<file path="config.mk">
export PLATFORM = sky130hd
export DESIGN_NAME = sdio_xfer_scheduler
export DESIGN_NICKNAME = d
export VERILOG_FILES = /design/src/rtl/sdio_xfer_scheduler.sv
export SDC_FILE = /design/constraint.sdc
export NUM_CORES = 1
export LEC_CHECK = 0
export CAP_MARGIN = 25
export CELL_PAD_IN_SITES_DETAIL_PLACEMENT = 0
export CELL_PAD_IN_SITES_GLOBAL_PLACEMENT = 1
export CORE_UTILIZATION = 34
export DETAILED_ROUTE_END_ITERATION = 10
export GPL_TIMING_DRIVEN = 0
export PLACE_DENSITY_LB_ADDON = 0.1
export SLEW_MARGIN = 15
export SYNTH_ARGS = -nofsm -noshare
export SYNTH_HDL_FRONTEND = slang
export SYNTH_SLANG_ARGS = --single-unit
</file>
<file path="constraint.sdc">
create_clock -name axi_clk -period 1.9 [get_ports axi_clk]
set_input_delay 0.57 -clock axi_clk [delete_from_list [all_inputs] [get_ports axi_clk]]
set_output_delay 0.57 -clock axi_clk [all_outputs]
set_load 0.005 [all_outputs]
</file>
<file path="src/rtl/sdio_xfer_scheduler.sv">
// SDIO transaction scheduler: accepts decoded host commands, returns R5 responses
// and launches CMD53 data blocks one at a time, tracking CRC, timeout and I/O abort.
module sdio_xfer_scheduler #(
  parameter int MAX_BLK_BYTES  = 512,
  parameter int TIMEOUT_CYCLES = 65535,
  parameter int TMO_W          = 16
) (
  input  logic        axi_clk,
  input  logic        axi_resetn,
  input  logic        cmd_valid,
  input  logic [47:0] cmd_reg,
  input  logic        cmd_crc_err,
  output logic        cmd_ready,
  output logic        rsp_valid,
  output logic [5:0]  rsp_index,
  output logic [31:0] rsp_arg,
  input  logic        rsp_ready,
  output logic        xfer_start,
  output logic        xfer_dir,
  output logic [9:0]  xfer_len,
  input  logic        xfer_done,
  input  logic        xfer_crc_err,
  output logic [8:0]  blk_remaining,
  output logic        busy,
  output logic        xfer_end,
  output logic [1:0]  xfer_status
);

  typedef enum logic [2:0] {S_IDLE, S_RESP, S_START, S_WAIT, S_DONE} state_e;

  localparam logic [1:0]       ST_OK    = 2'b00;
  localparam logic [1:0]       ST_CRC   = 2'b01;
  localparam logic [1:0]       ST_TMO   = 2'b10;
  localparam logic [1:0]       ST_ABORT = 2'b11;
  localparam logic [9:0]       BLK_LEN  = 10'(MAX_BLK_BYTES);
  localparam logic [TMO_W-1:0] TMO_LAST = TMO_W'(TIMEOUT_CYCLES - 1);

  state_e           state_q, state_d;
  logic             rsp_pend_q, rsp_pend_d;
  logic [5:0]       rsp_index_q, rsp_index_d;
  logic [31:0]      rsp_arg_q, rsp_arg_d;
  logic             go53_q, go53_d;
  logic             blkmode_q, blkmode_d;
  logic             pdir_q, pdir_d;
  logic [8:0]       cnt_q, cnt_d;
  logic             dir_q, dir_d;
  logic [9:0]       len_q, len_d;
  logic [8:0]       blk_rem_q, blk_rem_d;
  logic [TMO_W-1:0] tmo_q, tmo_d;
  logic             abort_q, abort_d;
  logic [1:0]       status_q, status_d;
  logic             sticky_q, sticky_d;
  logic             start_q;

  logic [5:0]  c_idx;
  logic [31:0] c_arg;
  logic        c_is52, c_is53, c_illegal, c_abort;
  logic [7:0]  c_flags;
  logic        in_wait, accept, rsp_hs;
  logic        unused_cmd_bits;

  assign c_idx   = cmd_reg[45:40];
  assign c_arg   = cmd_reg[39:8];
  assign c_is52  = (c_idx == 6'd52);
  assign c_is53  = (c_idx == 6'd53);
  assign in_wait = (state_q == S_WAIT);

  assign unused_cmd_bits = ^{cmd_reg[47:46], c_arg[26], cmd_reg[7:0]};

  // While a transfer runs only CMD52 is serviced; everything else is answered ILLEGAL.
  assign c_illegal = in_wait ? ~c_is52
                             : (~(c_is52 | c_is53) |
                                (c_is53 & c_arg[27] & (c_arg[8:0] == 9'd0)));
  assign c_flags   = {cmd_crc_err, c_illegal, (in_wait ? 2'b10 : 2'b01), sticky_q, 3'b000};

  assign cmd_ready = ((state_q == S_IDLE) || in_wait) && !rsp_pend_q;
  assign accept    = cmd_valid & cmd_ready;
  assign rsp_hs    = rsp_pend_q & rsp_ready;

  // CMD52 write of CCCR 0x06 (I/O abort) in function 0.
  assign c_abort = accept & in_wait & c_is52 & ~cmd_crc_err & c_arg[31] &
                   (c_arg[30:28] == 3'd0) & (c_arg[25:9] == 17'h00006);

  always_comb begin
    state_d     = state_q;
    rsp_pend_d  = rsp_pend_q;
    rsp_index_d = rsp_index_q;
    rsp_arg_d   = rsp_arg_q;
    go53_d      = go53_q;
    blkmode_d   = blkmode_q;
    pdir_d      = pdir_q;
    cnt_d       = cnt_q;
    dir_d       = dir_q;
    len_d       = len_q;
    blk_rem_d   = blk_rem_q;
    tmo_d       = tmo_q;
    abort_d     = abort_q;
    status_d    = status_q;
    sticky_d    = sticky_q;

    if (rsp_hs) rsp_pend_d = 1'b0;
    // The response slot is shared by IDLE commands and commands arriving during WAIT.
    if (accept) begin
      rsp_pend_d  = 1'b1;
      rsp_index_d = c_idx;
      rsp_arg_d   = {16'h0000, c_flags, 8'h00};
      sticky_d    = 1'b0;
    end

    case (state_q)
      S_IDLE: begin
        abort_d = 1'b0;
        if (accept) begin
          state_d   = S_RESP;
          go53_d    = c_is53 & ~c_illegal & ~cmd_crc_err;
          blkmode_d = c_arg[27];
          pdir_d    = c_arg[31];
          cnt_d     = c_arg[8:0];
        end
      end
      S_RESP: begin
        if (rsp_hs) begin
          if (go53_q) begin
            state_d   = S_START;
            dir_d     = pdir_q;
            blk_rem_d = blkmode_q ? cnt_q : 9'd1;
            len_d     = (blkmode_q || (cnt_q == 9'd0)) ? BLK_LEN : {1'b0, cnt_q};
          end else begin
            state_d = S_IDLE;
          end
        end
      end
      S_START: begin
        tmo_d   = '0;
        state_d = S_WAIT;
      end
      S_WAIT: begin
        tmo_d = tmo_q + TMO_W'(1);
        // An abort accepted now only affects later blocks: the decision below uses abort_q.
        if (c_abort) abort_d = 1'b1;
        if (xfer_done) begin
          if (xfer_crc_err) begin
            status_d = ST_CRC;
            state_d  = S_DONE;
          end else begin
            if (blk_rem_q != 9'd0) blk_rem_d = blk_rem_q - 9'd1;
            if ((blk_rem_q <= 9'd1) || abort_q) begin
              status_d = abort_q ? ST_ABORT : ST_OK;
              state_d  = S_DONE;
            end else begin
              state_d = S_START;
            end
          end
        end else if (tmo_q == TMO_LAST) begin
          status_d = ST_TMO;
          state_d  = S_DONE;
        end
      end
      S_DONE: begin
        if (status_q != ST_OK) sticky_d = 1'b1;
        abort_d = 1'b0;
        state_d = S_IDLE;
      end
      default: state_d = S_IDLE;
    endcase
  end

  always_ff @(posedge axi_clk or negedge axi_resetn) begin
    if (!axi_resetn) begin
      state_q     <= S_IDLE;
      rsp_pend_q  <= 1'b0;
      rsp_index_q <= '0;
      rsp_arg_q   <= '0;
      go53_q      <= 1'b0;
      blkmode_q   <= 1'b0;
      pdir_q      <= 1'b0;
      cnt_q       <= '0;
      dir_q       <= 1'b0;
      len_q       <= '0;
      blk_rem_q   <= '0;
      tmo_q       <= '0;
      abort_q     <= 1'b0;
      status_q    <= ST_OK;
      sticky_q    <= 1'b0;
      start_q     <= 1'b0;
    end else begin
      state_q     <= state_d;
      rsp_pend_q  <= rsp_pend_d;
      rsp_index_q <= rsp_index_d;
      rsp_arg_q   <= rsp_arg_d;
      go53_q      <= go53_d;
      blkmode_q   <= blkmode_d;
      pdir_q      <= pdir_d;
      cnt_q       <= cnt_d;
      dir_q       <= dir_d;
      len_q       <= len_d;
      blk_rem_q   <= blk_rem_d;
      tmo_q       <= tmo_d;
      abort_q     <= abort_d;
      status_q    <= status_d;
      sticky_q    <= sticky_d;
      start_q     <= (state_q == S_START);
    end
  end

  assign rsp_valid     = rsp_pend_q;
  assign rsp_index     = rsp_index_q;
  assign rsp_arg       = rsp_arg_q;
  assign xfer_start    = start_q;
  assign xfer_dir      = dir_q;
  assign xfer_len      = len_q;
  assign blk_remaining = blk_rem_q;
  assign busy          = (state_q != S_IDLE);
  assign xfer_end      = (state_q == S_DONE);
  assign xfer_status   = (state_q == S_DONE) ? status_q : ST_OK;

endmodule

</file>
# Word level (Yosys, flattened, before mapping)
# Index checks and enable logic that the tools add are counted.
[op_classes]
n_addsub = 2
n_mul = 0
n_div = 0
order_cmp = 1
n_eq_ne = 17
shift = 0
n_mux = 32
n_bitwise = 18
n_reduce_logical = 24
[op_table]
columns = ["operator", "count"]
rows = [
  ["$mux W9", 6],
  ["$pmux W16 S2", 1],
  ["$logic_not A9 Y1", 2],
  ["$mux W3", 6],
  ["$pmux W9 S2", 1],
  ["$eq A17 B3 Y1 const B", 1],
  ["$add A16 B1 Y16 const B", 1],
  ["$eq A16 B16 Y1 const B", 1],
  ["$mux W2", 8],
  ["$and A1 B1 Y1", 12],
  ["$eq A6 B6 Y1 const B", 2],
  ["$ne A2 B2 Y1 const B", 6],
  ["$pmux W3 S4", 1],
  ["$reduce_bool A2 Y1", 6],
  ["$mux W10", 1],
  ["$le A9 B1 Y1 const B", 1],
  ["$reduce_and A3 Y1", 3],
  ["$reduce_bool A9 Y1", 1],
  ["$sub A9 B1 Y9 const B", 1],
  ["$mux W1", 7],
  ["$eq A3 B2 Y1 const B", 2],
  ["$logic_not A3 Y1", 2],
  ["$reduce_and A6 Y1", 1],
  ["$not A1 Y1", 4],
  ["13 further kinds", 17],
]
[word_totals]
ff_bits = 68
latch_bits = 0
mem_bits_rw = 0
rom_bits = 0
inputBits = 55
out_inout_bits = 65
mem_count = 0

# Logic depth before layout (Yosys ltp)
# Gate-level depths: netlist (run 1).
[depth]
ltp_word = 12
depth_mapped = 7

# Least setup slack after synthesis (run 1)
# Ideal clock, no wire load.
[synth_path]
kind = "input port to flip-flop"
start = "in cmd_valid"
end = "reg cnt_q[4]"
setup_time_ps = 127
arrival_ps = 1670
required_time_ps = 1773
slack_ps = 103
stages = 6
path_buffers = 2
cell_sequence = "nand2b_1 or3_1 buf_2 nor2_4 buf_6 mux2_1"
[synth_via]
elab_chain_cells = 2
[synth_rtl]
columns = ["element", "line_no", "source"]
rows = [
  ["from (decl)", "10", "input logic cmd_valid,"],
  ["$and A1 B1 Y1", "77", "assign accept = cmd_valid & cmd_ready;"],
  ["$reduce_and A2 Y1 (no line)", "--", ""],
  ["to (signal assigned)", "194", "cnt_q <= cnt_d;"],
  ["to (decl)", "45", "logic [8:0] cnt_q, cnt_d;"],
]
# No other way between the ends.
# A chain may end at the register's enable or synchronous reset.

# Worst setup path after layout (run 1)
[layout_path]
start = "reg state_q[2]"
end = "out cmd_ready"
[layout_via]
elab_chain_cells = 3
elab_cells_between_ends = 4
cone_classes = "1 x eq/ne; 3 x reduce/logical"
[layout_rtl]
columns = ["element", "line_no", "source"]
rows = [
  ["from (decl)", "38", "state_e state_q, state_d;"],
  ["from (signal assigned)", "187", "state_q <= state_d;"],
  ["$eq A3 B2 Y1 or $logic_not A3 Y1 (tied branches)", "66, 76", ""],
  ["$logic_or A1 B1 Y1 (*)", "76", "assign cmd_ready = ((state_q == S_IDLE) || in_wait) && !rsp_pend_q;"],
  ["$logic_and A1 B1 Y1 (*)", "76", ""],
  ["to (decl)", "13", "output logic cmd_ready,"],
]
# Mark *: on every way between the ends. The rest lies on a longest branch, timed or not.

==> results of run 1 <==
==> per-stage QoR <==
| stage | TNS [ns] | std cells | area, um^2 | power, uW | util [%] |
|---|---|---|---|---|---|
| finish | -0.183 | 666 | 5290 | 7190 | 51.2 |
| global route | -0.646 | 666 | 5290 | 7740 | 51.2 |
| CTS | -0.397 | 663 | 5230 | 7130 | 50.7 |
| detailed placement | -17.18 | 619 | 4720 | 5340 | 45.7 |
| global placement | -163.71 | 618 | 4690 | 5300 | 45.4 |
| floorplan | 0 | 401 | 3710 | 4010 | - |
==> cell usage after synthesis (2+ instances only) <==
library cell	number	area (um^2)
a21oi_1	17	85.1
a22o_1	8	70.1
a31oi_1	3	18.8
a32oi_1	3	26.3
and2_1	4	25.0
and3_1	6	37.5
and4_1	2	17.5
buf_1	2	7.51
buf_2	10	50.1
buf_4	28	210
clkbuf_1	2	7.51
dfrtp_1	68	1700
ha_1	5	62.6
inv_1	14	52.6
mux2_1	6	67.6
mux2_2	14	158
mux2i_1	5	50.1
nand2_1	38	143
nand2b_1	3	18.8
nand3_1	8	40.0
nand3b_1	2	15.0
nand4_1	6	37.5
nor2_1	28	105
nor3_1	10	50.1
nor3b_1	2	15.0
nor4_1	6	37.5
nor4b_1	3	26.3
o21ai_0	43	215
o31ai_1	6	45.0
or2_1	2	12.5
or3_1	2	12.5
==> worst max-delay path: stages (launching register included) <==
cell      delay [ns]
dfrtp_1         0.41
buf_6           0.13
nand3b_1        0.17
buf_6           0.15
a21oi_2         0.12
buf_2           0.12
==> flip-flops by register name, indices dropped and copies added (netlist names) <==
register,count
sticky_q,1
go53_q,1
xfer_start,1
blk_remaining,9
cnt_q,9
rsp_arg,5
xfer_len,10
state_q,3
blkmode_q,1
rsp_index,6
status_q,2
abort_q,1
tmo_q,16
pdir_q,1
xfer_dir,1
rsp_valid,1
==> cell type report <==
class	instances	area share (%)
multi-input cells	275	33.1
clock inverters	7	1.42
repair buffers	115	20.6
clock buffers	9	2.34
inverters	15	1.11
well taps	136	3.22
plain buffers	41	5.89
flip-flops and latches	68	32.3
==> kinds of logic (layout without fill, tap and decap cells) <==
group,count (synthesis),count (layout)
muxes,25,25
xor gates and xnor gates,1,1
other,1,27
DFF,68,68
AOI/OAI and AO/OA,91,91
buffers and inverters,58,187
and+or+nand+nor,126,126
adders and majority gates,5,5
==> routing by layer <==
layer | track usage (%) | up-vias | part of all wire, % | wire [um]
met1 | 22.9 | 1560 | 45 | 4260
met2 | 30.3 | 95 | 48 | 4600
met5 | 0 | - | 0 | 0
li1 | - | 1580 | - | -
met3 | 4.74 | 19 | 5.2 | 493
met4 | 7.34 | 0 | 2.2 | 212
==> power breakdown <==
| part | internal (uW) | switching, uW | leakage (uW) |
|---|---|---|---|
| clock network | 612 | 609 | 0.0000923 |
| logic | 1850 | 1660 | 0.00145 |
| registers | 1970 | 488 | 0.000857 |
| total | 4430 | 2750 | 0.00240 |
==> what timing repair did <==
item,4_1_cts,5_1_grt
setup endpoints to repair,39,46
cloned,1,0
buffers inserted,27,5
gates resized for setup,63,15
pin swaps,8,2
==> placed cells by master, fill, tap and decap left out, drive strengths merged, types with 3 or more instances in the layout <==
cell type and count:
nand3 8, and3 6, mux2 20, clkdlybuf4s50 69
dfrtp 68, ha 5, and2 4, o31ai 6
conb 27, clkinvlp 3, nor3 11, buf 76
mux2i 5, clkbuf 14, o21ai 44, a22o 8
nor2 29, nand2 38, a32oi 3, nand4 6
nor4 7, inv 16, nand2b 3, a31oi 3
nor4b 3, dlymetal6s2s 4, a21oi 17
==> how the worst max path moves through the flow <==
stage | from | to | slack (ns)
floorplan | cmd_valid | cnt_q[4] | 0.10
global placement | axi_resetn | xfer_len[9] | -2.16
detailed placement | state_q[2] | cmd_ready | -0.59
CTS | state_q[2] | cmd_ready | -0.21
global route | state_q[2] | cmd_ready | -0.17
finish | state_q[2] | cmd_ready | -0.11
==> flow_summary_export.csv, run 1 <==
group,metric,value,unit
grt,grt_pass1_vias,3275,
placement,dp.final_hpwl,6.61,mm
clocking,cts_inserted_buffers,9,
timing,hold_slack,0.0523,ns
setup_path,worst_ep_arrival_time,1.44,ns
synth,async_flop_share,100,%
status,outcome,"complete, but fails checks",
synth,synthXorXnorAreaFrac,0.242,%
synth,netlist-cell-type-count,50,
placement,place.gp.congestion,0.798,
synth,synth_edf_count,0,
clocking,cts.reportedPaths.clkPinSlew,0.08,ns
grt,grt_pass1_wl,16.0,mm
timing,achievable-frequency,0.499,GHz
timing,timing.clock.skew,0.00646,ns
synth,largest_family_of_logic_cells_by_synthesized_area,"simple AND/OR/NAND/NOR gates",
timing,rsz_0062_raised_after_global_routing,"yes",
setup_path,worst_r2r_path_depth,7,
synth,synthesis.yosys.warnings,0,
floorplanning,core,0.0103,mm^2
synth,synth_area_in_compound_gates,16.0,%
grt,gr-total-overflow,0,
synth,synthesis.instances,375,
timing,max-slew-margin-rel,65.4,%
routing,vias_per_cell,4.89,
clocking,worst_skew_pair_later_pin_latency,0.35,ns
timing,max_slew.worst_pin.slew,0.519,ns
setup_path,reg2reg_setup_slack,0.03,ns
hold_path,holdCritPathClass,"primary input to asynchronous set/reset pin",
final_layout,nFillCells,989,
setup_path,critPathCaptureType,"output port",
routing,drt.antenna.violating_nets,0,
final_layout,count_of_antenna_diodes_in_the_layout,0,
placement,place_ws,-0.589,ns
routing,remaining_drcs,0,
timing,report.final.setup_viol,3,
clocking,cts.htree.levels,3,
final_layout,layout-drive-gt1-share,25.7,%
floorplanning,die_y,105,um
routing,wl_per_cell,14.4,um
setup_path,crit_path_start_kind,"register",
final_layout,nets,585,
clocking,cts-root-buf,"clkbuf_8",
status,failed_checks,"negative setup slack",
timing,share_of_the_cycle_needed_by_the_critical_path_after_routing,106,%
routing,drtPass1Iterations,4,
grt,grt_start_max_net_pins,59,
floorplanning,die_area,0.0110,mm^2
placement,io_buffer_count,81,
setup_path,worst_ep_required_time,1.33,ns
synth,syn_area_per_cell,9.64,um^2
timing,setup_slack_of_the_critical_path_after_layout,-0.106,ns
synth,synth_fa_ha_area_share,1.73,%
setup_path,category_of_the_critical_setup_timing_path,"register to output port",
timing,final_hold_viol_count,0,
setup_path,reg2reg_end,"blk_remaining[1]",
final_layout,syn2layout_area_growth,46.3,%
final_layout,multiInputGateArea,0.00175,mm^2
synth,syn-cell-area,0.00361,mm^2
final_layout,layout.area.seq,0.00171,mm^2
timing,slew_violations,0,
clocking,cts_sinks,68,
grt,total_global_routing_track_utilization,18.4,%
timing,period_minus_slack,2.01,ns
synth,synthSimpleGateAreaFrac,17.8,%
power_and_ir_drop,total_leakage_power,0.00240,uW
floorplanning,die_w,105,um
clocking,max-clock-path-buffers,2,
routing,drt_iter0_markers,152,
synth,ys_ff_latch,68,
floorplanning,rows,37,
routing,total_wire_length,9.57,mm
power_and_ir_drop,pwr_density_cell,1360,mW/mm^2
setup_path,worstReg2RegStart,"blk_remaining[1]",
setup_path,crit_path_max_fanout,3,
synth,ys_seq_area_share,47.1,%
floorplanning,floorplan.initialDensity,35.0,%
synth,synthFlopType,"dfrtp_1",
clocking,tritoncts,"yes",
synth,synth_mux_area_share,7.62,%
job,timing.max_cap.violations,0,
power_and_ir_drop,worst_ir_drop_vdd,0.571,mV
grt,antenna_found_initial,0,
clocking,cts_hold_buf,0,
routing,dr_total_vias,3254,
floorplanning,design.portCount,120,
(Power assumes the default switching activity.)
==> inputs of run 2 (changes only) <==
REMOVE_ABC_BUFFERS = 1   (was not set)
clock period = 2.3 ns   (was 1.9 ns; I/O delays follow)
==> flow_summary_export.csv, run 2 (same netlist as run 1, synthesis figures left out) <==
group,metric,value,unit
timing,setup_slack_of_the_critical_path_after_layout,0.0854,ns
power_and_ir_drop,worst_ir_drop_vdd,0.412,mV
setup_path,crit_path_start_kind,"register",
grt,grt_pass1_wl,14.9,mm
grt,grt_start_max_net_pins,46,
setup_path,crit_path_end,"xfer_end",
routing,drt.antenna.violating_nets,0,
timing,final_hold_viol_count,0,
clocking,cts.htree.levels,3,
clocking,max-clock-path-buffers,2,
timing,max_slew.worst_pin.slew,0.588,ns
routing,drt_iter0_markers,98,
grt,grt_pass1_vias,2951,
power_and_ir_drop,total_leakage_power,0.00205,uW
setup_path,path_cells,"buf_4 -> buf_4 -> nor3_2 -> dlygate4sd2_1",
placement,dp.final_hpwl,6.01,mm
routing,remaining_drcs,0,
timing,slew_violations,0,
final_layout,syn2layout_area_growth,32.7,%
final_layout,nets,527,
setup_path,worstReg2RegStart,"state_q[1]",
setup_path,critPathCaptureType,"output port",
floorplanning,die_w,105,um
clocking,cts_inserted_buffers,9,
final_layout,count_of_antenna_diodes_in_the_layout,0,
final_layout,mostFrequentLayoutCells,"clkdlybuf4s50_1 (76), dfrtp_1 (65), o21ai_0 (43)",
floorplanning,rows,37,
clocking,cts-root-buf,"clkbuf_8",
setup_path,critical-path-slowest-cell,"dfrtp_2",
timing,max-slew-margin-rel,60.8,%
placement,place_inst,576,
floorplanning,core,0.0103,mm^2
timing,hold_slack,0.242,ns
setup_path,category_of_the_critical_setup_timing_path,"register to output port",
placement,place_ws,-0.619,ns
setup_path,cpPeakStageDelay,0.45,ns
power_and_ir_drop,p_clk_share,16.7,%
power_and_ir_drop,power_frac_seq,38.1,%
clocking,worst_skew_pair_later_pin_latency,0.35,ns
timing,rsz_0062_raised_after_global_routing,"no",
setup_path,critical_path.most_common_cell,"buf_4",
routing,total_wire_length,8.82,mm
setup_path,reg2reg_end,"cnt_q[3]",
floorplanning,floorplan.initialDensity,35.0,%
grt,antenna_found_initial,0,
setup_path,worst_ep_required_time,1.61,ns
routing,dr_total_vias,3029,
timing,period_minus_slack,2.21,ns
timing,setup_tns,0,ns
final_layout,registers.top_by_ff_count,"tmo_q",
final_layout,layout-drive-gt1-share,14.0,%
placement,io_buffer_count,81,
power_and_ir_drop,netsw,2120,uW
timing,report.final.setup_viol,0,
final_layout,final_cells,608,
placement,place.gp.congestion,0.795,
setup_path,reg2reg_setup_slack,0.16,ns
routing,drtPass1Iterations,4,
routing,vias_per_cell,4.98,
power_and_ir_drop,pwr-share-comb,45.2,%
setup_path,worst_ep_arrival_time,1.52,ns
power_and_ir_drop,power_switching_share,39.4,%
floorplanning,die_area,0.0110,mm^2
timing,share_of_the_cycle_needed_by_the_critical_path_after_routing,96.3,%
clocking,cts.reportedPaths.clkPinSlew,0.08,ns
grt,total_global_routing_track_utilization,17.2,%
final_layout,most_common_cell_after_layout_fill_and_taps_aside,"clkdlybuf4s50_1",
clocking,tritoncts,"yes",
grt,gr-total-overflow,0,
timing,achievable-frequency,0.452,GHz
setup_path,crit_path_max_fanout,6,
hold_path,holdCritPathClass,"primary input to asynchronous set/reset pin",
final_layout,number_of_flip_flops_in_the_largest_register,16,
status,outcome,"finished clean",
setup_path,crit_path_start,"state_q[1]",
timing,timing.clock.skew,0.0105,ns
power_and_ir_drop,pwr_density_cell,1120,mW/mm^2
power_and_ir_drop,cell_internal_pwr,3260,uW
routing,wl_per_cell,14.5,um
clocking,cts_sinks,68,
floorplanning,die_y,105,um
job,timing.max_cap.violations,0,
setup_path,worst_r2r_path_depth,7,
floorplanning,design.portCount,120,
## run 2: worst min-delay path by stage
stage | start | end | slack (ns) | depth (start not counted)
after floorplan | axi_resetn | abort_q | 0.39 | 0
after global placement | sticky_q | sticky_q | 0.46 | 2
after detailed placement | sticky_q | sticky_q | 0.46 | 2
after CTS | axi_resetn | tmo_q[12] | 0.25 | 1
after global routing | axi_resetn | tmo_q[12] | 0.25 | 1
final | axi_resetn | tmo_q[12] | 0.24 | 1
## run 2: power by group through the flow
stage                     Sequential, uW  Combinational (uW)  Clock [uW]
after floorplan                     1990                1190           0
after global placement              2100                2120           0
after detailed placement            2100                2140           0
after CTS                           2050                2400         931
after global routing                2130                2710         982
final                               2050                2430         900
## run 2: layer usage
metal / global-route usage, % / up-vias / wire [um]
met5: 0 / - / 0
met3: 6.43 / 8 / 610
met4: 4.33 / 0 / 84
li1: - / 1470 / -
met1: 22.9 / 1448 / 4080
met2: 26.4 / 103 / 4050
## run 2: cell type report
type,instances,area (um^2)
Tap cell,136,170
Sequential cell,68,1710
Clock inverter,6,40.0
Timing Repair Buffer,97,956
Clock buffer,10,138
Multi-Input combinational cell,276,1720
Inverter,15,60.1
Fill cell,1003,5530
## run 2: what timing repair did
action	CTS	global route
endpoints found under the setup margin	32	11
pin swaps	3	0
hold buffers	0	0
resized for setup	15	5
gates cloned	1	0
buffers inserted	15	0
hold endpoints to repair	0	0
## run 2: stage by stage
stage	util (%)	instance area [um^2]	power [uW]
after detailed placement	42.9	4430	4240
final	46.4	4790	5370
after CTS	46.2	4760	5380
after floorplan	-	3420	3180
after global placement	42.7	4410	4220
after global routing	46.4	4790	5820
## run 2: critical path, delay by kind of cell, from the launching register on
family        cells  cell delay [ns]
buf+inv           3             0.56
simple gates      1             0.19
flops             1             0.45
